## src/rtl/systolic_array_os.sv

```systemverilog
// systolic_array_os: output-stationary ROWS x COLS MAC array, C = A * B with runtime K.
// Optional SYSTOLIC_SAT_EN: saturating accumulators driving a sticky ovf flag.
module systolic_array_os #(
    parameter int ROWS       = 4,
    parameter int COLS       = 4,
    parameter int DATA_WIDTH = 8,
    parameter int ACC_WIDTH  = 2*DATA_WIDTH+8,
    parameter int K_WIDTH    = 10,
    parameter int SIGNED     = 1
) (
    input  logic                                  clk,
    input  logic                                  rst_n,
    input  logic                                  start,
    input  logic [K_WIDTH-1:0]                    k_len,
    output logic                                  busy,
    input  logic                                  in_valid,
    output logic                                  in_ready,
    input  logic [ROWS*DATA_WIDTH-1:0]            a_col,
    input  logic [COLS*DATA_WIDTH-1:0]            b_row,
    output logic                                  out_valid,
    input  logic                                  out_ready,
    output logic [COLS*ACC_WIDTH-1:0]             out_data,
    output logic [((ROWS>1)?$clog2(ROWS):1)-1:0]  out_row,
    output logic                                  out_last,
    output logic                                  ovf
);
    localparam int ROW_W = (ROWS > 1) ? $clog2(ROWS) : 1;
    localparam int FL_N  = ROWS + COLS - 1;
    localparam int FL_W  = (FL_N > 1) ? $clog2(FL_N) : 1;
    localparam int AW1   = ACC_WIDTH + 1;

    if (ACC_WIDTH < 2*DATA_WIDTH) begin : g_bad_acc
        $error("ACC_WIDTH must be at least 2*DATA_WIDTH");
    end

    typedef enum logic [1:0] {
        S_IDLE,
        S_LOAD,
        S_FLUSH,
        S_DRAIN
    } state_t;

    state_t               r_state;
    state_t               w_next;
    logic [K_WIDTH-1:0]   r_klen;
    logic [K_WIDTH-1:0]   r_beat;
    logic [FL_W-1:0]      r_fcnt;
    logic [ROW_W-1:0]     r_row;

    logic                 w_start;
    logic                 w_accept;
    logic                 w_last_beat;
    logic                 w_flush_done;
    logic                 w_out_fire;
    logic                 w_drain_done;

    logic [DATA_WIDTH-1:0] w_a  [ROWS][COLS];
    logic                  w_av [ROWS][COLS];
    logic [DATA_WIDTH-1:0] w_b  [ROWS][COLS];
    logic                  w_bv [ROWS][COLS];
    logic [ACC_WIDTH-1:0]  w_acc [ROWS][COLS];

    assign w_start      = (r_state == S_IDLE) && start;
    assign w_accept     = (r_state == S_LOAD) && in_valid;
    assign w_last_beat  = w_accept && (r_beat == r_klen - K_WIDTH'(1));
    assign w_flush_done = (r_state == S_FLUSH) && (r_fcnt == FL_W'(FL_N - 1));
    assign w_out_fire   = (r_state == S_DRAIN) && out_ready;
    assign w_drain_done = w_out_fire && (r_row == ROW_W'(ROWS - 1));

    always_ff @(posedge clk) begin
        if (!rst_n) begin
            r_state <= S_IDLE;
        end else begin
            r_state <= w_next;
        end
    end

    always_comb begin
        w_next = r_state;
        case (r_state)
            S_IDLE: begin
                if (start) begin
                    w_next = (k_len == '0) ? S_FLUSH : S_LOAD;
                end
            end
            S_LOAD: begin
                if (w_last_beat) begin
                    w_next = S_FLUSH;
                end
            end
            S_FLUSH: begin
                if (w_flush_done) begin
                    w_next = S_DRAIN;
                end
            end
            S_DRAIN: begin
                if (w_drain_done) begin
                    w_next = S_IDLE;
                end
            end
            default: w_next = S_IDLE;
        endcase
    end

    always_ff @(posedge clk) begin
        if (!rst_n) begin
            r_klen <= '0;
            r_beat <= '0;
            r_fcnt <= '0;
            r_row  <= '0;
        end else begin
            if (w_start) begin
                r_klen <= k_len;
                r_beat <= '0;
                r_fcnt <= '0;
            end
            if (w_accept) begin
                r_beat <= r_beat + K_WIDTH'(1);
            end
            if (r_state == S_FLUSH) begin
                r_fcnt <= r_fcnt + FL_W'(1);
            end
            if (w_out_fire) begin
                r_row <= w_drain_done ? '0 : r_row + ROW_W'(1);
            end
        end
    end

    // Element 0 of each lane chain is the input register; the rest skew it.
    for (genvar r = 0; r < ROWS; r++) begin : g_a_lane
        logic [DATA_WIDTH-1:0] r_d [0:r];
        logic                  r_v [0:r];
        always_ff @(posedge clk) begin
            if (!rst_n) begin
                for (int i = 0; i <= r; i++) begin
                    r_d[i] <= '0;
                    r_v[i] <= 1'b0;
                end
            end else begin
                r_v[0] <= w_accept;
                if (w_accept) begin
                    r_d[0] <= a_col[r*DATA_WIDTH +: DATA_WIDTH];
                end
                for (int i = 1; i <= r; i++) begin
                    r_d[i] <= r_d[i-1];
                    r_v[i] <= r_v[i-1];
                end
            end
        end
        assign w_a[r][0]  = r_d[r];
        assign w_av[r][0] = r_v[r];
    end

    for (genvar c = 0; c < COLS; c++) begin : g_b_lane
        logic [DATA_WIDTH-1:0] r_d [0:c];
        logic                  r_v [0:c];
        always_ff @(posedge clk) begin
            if (!rst_n) begin
                for (int i = 0; i <= c; i++) begin
                    r_d[i] <= '0;
                    r_v[i] <= 1'b0;
                end
            end else begin
                r_v[0] <= w_accept;
                if (w_accept) begin
                    r_d[0] <= b_row[c*DATA_WIDTH +: DATA_WIDTH];
                end
                for (int i = 1; i <= c; i++) begin
                    r_d[i] <= r_d[i-1];
                    r_v[i] <= r_v[i-1];
                end
            end
        end
        assign w_b[0][c]  = r_d[c];
        assign w_bv[0][c] = r_v[c];
    end

`ifdef SYSTOLIC_SAT_EN
    logic [ROWS*COLS-1:0] w_pe_ovf;
`endif

    for (genvar r = 0; r < ROWS; r++) begin : g_row
        for (genvar c = 0; c < COLS; c++) begin : g_col
            if (c > 0) begin : g_ah
                logic [DATA_WIDTH-1:0] r_a;
                logic                  r_av;
                always_ff @(posedge clk) begin
                    if (!rst_n) begin
                        r_a  <= '0;
                        r_av <= 1'b0;
                    end else begin
                        r_a  <= w_a[r][c-1];
                        r_av <= w_av[r][c-1];
                    end
                end
                assign w_a[r][c]  = r_a;
                assign w_av[r][c] = r_av;
            end

            if (r > 0) begin : g_bv
                logic [DATA_WIDTH-1:0] r_b;
                logic                  r_bv;
                always_ff @(posedge clk) begin
                    if (!rst_n) begin
                        r_b  <= '0;
                        r_bv <= 1'b0;
                    end else begin
                        r_b  <= w_b[r-1][c];
                        r_bv <= w_bv[r-1][c];
                    end
                end
                assign w_b[r][c]  = r_b;
                assign w_bv[r][c] = r_bv;
            end

            logic [ACC_WIDTH-1:0]    r_acc;
            logic [ACC_WIDTH-1:0]    w_acc_nx;
            logic [2*DATA_WIDTH-1:0] w_ax;
            logic [2*DATA_WIDTH-1:0] w_bx;
            logic [2*DATA_WIDTH-1:0] w_prod;
            logic                    w_fire;

            assign w_fire = w_av[r][c] & w_bv[r][c];

            // Operands are pre-extended so the 2N-bit product is exact.
            always_comb begin
                if (SIGNED != 0) begin
                    w_ax = {{DATA_WIDTH{w_a[r][c][DATA_WIDTH-1]}}, w_a[r][c]};
                    w_bx = {{DATA_WIDTH{w_b[r][c][DATA_WIDTH-1]}}, w_b[r][c]};
                end else begin
                    w_ax = {{DATA_WIDTH{1'b0}}, w_a[r][c]};
                    w_bx = {{DATA_WIDTH{1'b0}}, w_b[r][c]};
                end
                w_prod = w_ax * w_bx;
            end

`ifdef SYSTOLIC_SAT_EN
            logic [ACC_WIDTH:0] w_pext;
            logic [ACC_WIDTH:0] w_aext;
            logic [ACC_WIDTH:0] w_sum;
            logic               w_sat;

            always_comb begin
                if (SIGNED != 0) begin
                    w_pext = AW1'($signed(w_prod));
                    w_aext = AW1'($signed(r_acc));
                end else begin
                    w_pext = AW1'(w_prod);
                    w_aext = {1'b0, r_acc};
                end
                w_sum = w_aext + w_pext;
                if (SIGNED != 0) begin
                    w_sat = w_sum[ACC_WIDTH] ^ w_sum[ACC_WIDTH-1];
                end else begin
                    w_sat = w_sum[ACC_WIDTH];
                end
                if (!w_sat) begin
                    w_acc_nx = w_sum[ACC_WIDTH-1:0];
                end else if (SIGNED == 0) begin
                    w_acc_nx = '1;
                end else begin
                    w_acc_nx = {w_sum[ACC_WIDTH],
                                {(ACC_WIDTH-1){~w_sum[ACC_WIDTH]}}};
                end
            end
            assign w_pe_ovf[r*COLS+c] = w_fire & w_sat;
`else
            logic [ACC_WIDTH-1:0] w_pext;

            always_comb begin
                if (SIGNED != 0) begin
                    w_pext = ACC_WIDTH'($signed(w_prod));
                end else begin
                    w_pext = ACC_WIDTH'(w_prod);
                end
            end
            assign w_acc_nx = r_acc + w_pext;
`endif

            always_ff @(posedge clk) begin
                if (!rst_n) begin
                    r_acc <= '0;
                end else if (w_start) begin
                    r_acc <= '0;
                end else if (w_fire) begin
                    r_acc <= w_acc_nx;
                end
            end
            assign w_acc[r][c] = r_acc;
        end
    end

`ifdef SYSTOLIC_SAT_EN
    logic r_ovf;
    always_ff @(posedge clk) begin
        if (!rst_n) begin
            r_ovf <= 1'b0;
        end else if (w_start) begin
            r_ovf <= 1'b0;
        end else if (|w_pe_ovf) begin
            r_ovf <= 1'b1;
        end
    end
    assign ovf = r_ovf;
`else
    assign ovf = 1'b0;
`endif

    assign busy      = (r_state != S_IDLE);
    assign in_ready  = (r_state == S_LOAD);
    assign out_valid = (r_state == S_DRAIN);
    assign out_row   = r_row;
    assign out_last  = (r_state == S_DRAIN) && (r_row == ROW_W'(ROWS - 1));

    always_comb begin
        out_data = '0;
        if (r_state == S_DRAIN) begin
            for (int c = 0; c < COLS; c++) begin
                out_data[c*ACC_WIDTH +: ACC_WIDTH] = w_acc[r_row][c];
            end
        end
    end

endmodule

```

## config.mk

```make
export PLATFORM = sky130hd
export DESIGN_NAME = systolic_array_os
export DESIGN_NICKNAME = d
export VERILOG_FILES = /design/src/rtl/systolic_array_os.sv
export SDC_FILE = /design/constraint.sdc
export NUM_CORES = 2
export LEC_CHECK = 0
export CAP_MARGIN = 20
export CORE_MARGIN = 3
export CORE_UTILIZATION = 45
export CTS_CLUSTER_SIZE = 30
export DETAILED_ROUTE_END_ITERATION = 8
export GPL_TIMING_DRIVEN = 0
export PLACE_DENSITY_LB_ADDON = 0.08
export SYNTH_ARGS = -nofsm -noshare
export SYNTH_HDL_FRONTEND = slang
export SYNTH_SLANG_ARGS = --single-unit
```

## constraint.sdc

```tcl
create_clock -name clk -period 6.5 [get_ports clk]
set_input_delay 1.3 -clock clk [delete_from_list [all_inputs] [get_ports clk]]
set_output_delay 1.3 -clock clk [all_outputs]
set_load 0.05 [all_outputs]
```

Word-level counts from Yosys, hierarchy flattened
Memory sizes are Yosys's and may differ from the RTL's.
Cells that the tools add are included.
Storage, ports and cells
  register bits after elaboration: 627
  RAM bits: 180
  input port bits: 79
  output and inout bits: 103
  word-level logic and storage cells: 268
  memories kept: 16
Memories
  g_a_lane[3].r_d: depth 4, width 8, read ports 4, clocked after Yosys merged registers in 0, wr ports 4, line 131  | logic [DATA_WIDTH-1:0] r_d [0:r];
  g_b_lane[3].r_d: depth 4, width 8, read ports 4, clocked after Yosys merged registers in 0, wr ports 4, line 155  | logic [DATA_WIDTH-1:0] r_d [0:c];
  g_a_lane[2].r_d: depth 3, width 8, read ports 3, clocked after Yosys merged registers in 0, wr ports 3, line 131
  g_b_lane[2].r_d: depth 3, width 8, read ports 3, clocked after Yosys merged registers in 0, wr ports 3, line 155
  g_a_lane[1].r_d: depth 2, width 8, read ports 2, clocked after Yosys merged registers in 0, wr ports 2, line 131
  g_b_lane[1].r_d: depth 2, width 8, read ports 2, clocked after Yosys merged registers in 0, wr ports 2, line 155
  10 more memories
Cells by class
  add/sub/neg operators: 20
  multipliers: 16
  order comparisons: 1
  equality and inequality tests: 10
  mux-type cells: 64
  bitwise operators: 54
  reductions and logical operators: 18
Operators with widths (count)
  adder 24 bit: 16
  2-to-1 mux 96 bit: 3
  multiplier 8 x 8 -> 16 bit: 16
  binary-select mux 96 bit (select 2 bit): 1
  2-to-1 mux 8 bit: 20
  OR 1 bit: 36
  2-to-1 mux 1 bit: 29
  2-to-1 mux 10 bit: 2
  bitwise AND 1 bit: 16
  OR reduction 8 bit: 2
  2-to-1 mux 2 bit: 6
  adder 10 x 1 -> 10 bit (second input constant): 1
  equality test 10 bit: 1
  logical NOT 10 bit: 1
  subtractor 10 x 1 -> 10 bit (second input constant): 1
  case mux 2 bit (4 select lines): 1
  logical AND 1 bit: 7
  equality test 2 bit (second input constant): 3
  2-to-1 mux 3 bit: 2
  nonzero test 2 bit: 3
  inequality test 2 x 1 -> 1 bit (second input constant): 2
  inequality test 2 bit (second input constant): 2
  AND reduction 4 bit: 1
  adder 3 x 1 -> 3 bit (second input constant): 1
  other kinds (9): 10

Logic depth before layout (Yosys ltp)
  depth after elaboration: 7
  mapped depth: 31
  mapped depth without buffers: 31

Least setup slack after synthesis
Ideal clock, no wire load.
  path type: reg-to-reg
  start: memory g_a_lane[1].r_d[1][7] (netlist: g_a_lane[1].r_d[0][15])
  end: register g_row[1].g_col[0].r_acc[23]
  library setup time: 70 ps
  arrival: 6519 ps
  required time: 6430 ps
  setup slack: -89 ps
  cell stages (with the launch flop): 27
  buffers on the path: 1
  period minus slack after synthesis: 6589 ps
  cells stage by stage: edfxtp_1 -> clkbuf_1 -> and2_1 -> fa_1 -> inv_1 -> fa_1 -> inv_1 -> fa_1 -> inv_1 -> fa_1 -> inv_1 -> ha_1 -> nor2b_1 -> o41ai_1 -> o21ai_1 -> o41a_1 -> xnor2_1 -> ha_1 -> a21o_1 -> a21o_1 -> a21o_1 -> a41oi_1 -> o21ai_1 -> a211oi_1 -> xor2_1 -> or3_1 -> a21oi_1
RTL lines
  start, declared: line 131
  end signal, assigned: line 286  | r_acc <= w_acc_nx;
  end, declared: line 216  | logic [ACC_WIDTH-1:0] r_acc;

Worst setup path after layout
  start: memory g_b_lane[0].r_d[0][1]
  end: register g_row[0].g_col[0].r_acc[23]
On the way
  longest elaborated chain between the ends: 3
RTL lines
  start, declared: line 155
  memory (1 x 8 bit)
  multiplier 8 x 8 -> 16 bit: line 234  | w_prod = w_ax * w_bx;
  adder 24 bit: line 277  | assign w_acc_nx = r_acc + w_pext;
  end signal, assigned: line 286
  end, declared: line 216
No other way between the ends.
A chain may end at the register's enable or synchronous reset.

==> out/results.ini <==
[synth]
synth.avg_cell_area_um2 = 8.94
yosysWarnings = 0
synth-async-reset-ratio_pct = 0
yosysSeqAreaShare_pct = 19.7
synth-seq-cells = 787
synth-edff-count = 96
synth.distinct_cells = 90
yosys_most_used_dff = dfxtp_1
syn-cell-area_um2 = 85000
syn_inst = 9512

[cts]
h-tree-depth = 3
tritoncts = yes
cts_root_buf = clkbuf_16
cts_buffer_depth = 3
clkTransAtPathRegs_ps = 70
numCtsBuffers = 95
cts.sinks = 787
ctsHoldBuffers = 0
clkLatencyLatePin_ps = 760

[critical_path]
startpoint_type = register
crit_path_end_kind = register
crit_buf_inv = 4
crit_fanout = 6
slowest_stage = fa_1
path_class = register to register
path_delay_family = adder cells
worst_ep_arrival_time_ps = 7470
cp.required_ps = 7180
crit_path_max_incr_delay_ps = 540

[sta]
final-setup-viol-count = 3
skew_ps = 55.6
slew_headroom_pct = 21.3
drv_slew = 0
max_freq_mhz = 147
fin_crit_sh_pct = 104
setup_slack_ps = -289
tightest_slew_ps = 1180
finalCriticalPeriod_ps = 6790
rsz0062_at_grt = true
finalHoldViolations = 0

[place]
dp_hpwl_um = 209000
place_area_um2 = 90400
place_worst_setup_slack_ps = -1220
gp_congestion = 0.939
io_buffers = 179

[drt]
drt_wl_total_um = 260000
wl_met2_um = 122000
drt_iter0_markers = 4314
antenna_left = 0
met1_length_um = 113000
drt_pre_antenna_iters = 6
vias = 67400
viasPerCell = 5.33
route.met3.wl_um = 13300
post-route-drc-count = 0
drt-wirelength-per-cell_um = 20.5
routed.top_layer = met5

[die]
fp.dieH_um = 441
fp.dieW_um = 441
coreArea_um2 = 187000
die_area_um2 = 194000
std_cell_rows = 158
initial_core_util_pct = 45.5
ios = 182

[grt]
grt_pass1_vias = 67900
track_usage_pct = 26.6
overflow = 0
grt_max_degree = 32
grt_pass1_wl_um = 397000
antenna_found_initial = 31

[min_path]
hp-class = register to register

[job]
drv_cap = 0

[final_layout]
final_cell_mix = inv_1 (1,413), and2_1 (1,140), fa_1 (883)
syn_to_final_growth_pct = 15.8
final_common_cell = inv_1
final_nets = 11900
drive_above_1_share_pct = 11.4
design_area_um2 = 98500

[pwr]
p_per_area_nw_per_um2 = 178
power_leakage_nw = 46.0
vdd_drop_max_mv = 0.228

[run_status]
outcome = finished, violations left
violations = negative setup slack

==> Yosys cell counts (13+ instances only) <==
cell / count / area share [%]
inv_1: 1447 / 6.4
and2_1: 1164 / 8.6
fa_1: 896 / 21
ha_1: 872 / 13
nand2_1: 806 / 3.6
dfxtp_1: 691 / 16
a21oi_1: 608 / 3.6
nor2_1: 471 / 2.1
xnor2_1: 446 / 4.6
clkbuf_1: 184 / 0.81
o21ai_0: 184 / 1.1
a21o_1: 160 / 1.4
nor2b_1: 127 / 0.93
nand3_1: 126 / 0.74
xor2_1: 124 / 1.3
nor3_1: 116 / 0.68
mux2i_1: 97 / 1.1
edfxtp_1: 96 / 3.4
mux4_2: 96 / 2.5
o21bai_1: 80 / 0.71
a211oi_1: 79 / 0.70
nand2b_1: 67 / 0.49
o21a_1: 55 / 0.49
and3_1: 48 / 0.35
or3_1: 45 / 0.33
a31oi_1: 41 / 0.30
buf_1: 28 / 0.12
o211ai_1: 28 / 0.25
o21ai_1: 26 / 0.15
nand4_1: 25 / 0.18
o31ai_1: 23 / 0.20
or2_2: 19 / 0.14
a211o_1: 18 / 0.19
mux2_2: 17 / 0.23
o41ai_1: 13 / 0.13
==> power by group <==
group          leakage [nW]  switching (mW)  internal [mW]
Clock                  1.60            2.42           3.24
Combinational          37.8            3.88           2.72
Sequential             6.66           0.230           5.08
Total                  46.0            6.52           11.0
==> kinds of logic after synthesis <==
group	after synthesis	synth area share, %
xor+xnor	570	5.87
mux	211	3.93
buf+inv	1663	7.35
fa+ha+maj	1768	33.9
other cells	2	0.00884
flops	787	19.7
simple gates	3069	18.6
compound gates	1442	10.7
==> through the flow <==
step,std cells,util [%],power [mW],setup TNS [ps],hold slack (ps)
3_3_place_gp,12200,48.3,10.8,-55750,416
4_1_cts,12500,51.3,17.1,-503,424
5_1_grt,12600,52.7,18.6,-3180,432
6_report,12700,52.8,17.6,-515,421
3_5_place_dp,12200,48.5,11.0,-33500,418
2_1_floorplan,9559,-,9.30,0,412
==> timing repair <==
item	CTS	global route
pin swaps	101	240
gates resized for setup	281	432
endpoints found under the setup margin	105	99
buffers inserted	138	100
==> area by class of cell <==
type                            count  area (µm²)
Tap cell                         2480        3100
Buffer                            202         790
Inverter                         1448        5440
Sequential cell                   787       17000
Timing Repair Buffer              435        3930
Multi-Input combinational cell   7109       64800
Antenna cell                       15        37.5
Fill cell                       17300       88200
Clock inverter                     49         641
Clock buffer                      130        2640
==> worst paths after layout <==
check                                     end  slack [ps]             startpoint  depth (start not counted)
setup / recovery  g_row[0].g_col[0].r_acc[23]        -290  g_b_lane[0].r_d[0][1]                         30
hold / removal             g_b_lane[3].r_v[1]         420     g_b_lane[3].r_v[0]                          1
setup reg to reg  g_row[0].g_col[0].r_acc[23]        -290  g_b_lane[0].r_d[0][1]                         30
hold reg to reg            g_b_lane[3].r_v[1]         420     g_b_lane[3].r_v[0]                          1
==> registers in the layout, summed over array words and instances, names as in the netlist, 9 cells and up <==
register               cells
g_a_lane.r_d              80
g_b_lane.r_d              80
g_row.g_col.g_ah.r_a      96
g_row.g_col.g_ah.r_av      9
g_row.g_col.g_bv.r_b      96
g_row.g_col.r_acc        384
r_beat                    10
r_klen                    10
==> metal layers <==
layer | track usage, % | vias to the layer above
met3 | 2.72 | 360
met2 | 43.7 | 1555
met5 | 0 | -
li1 | - | 32000
met4 | 11.7 | 10
met1 | 35.5 | 33500
No activity file was read; power rests on OpenSTA's default activity.
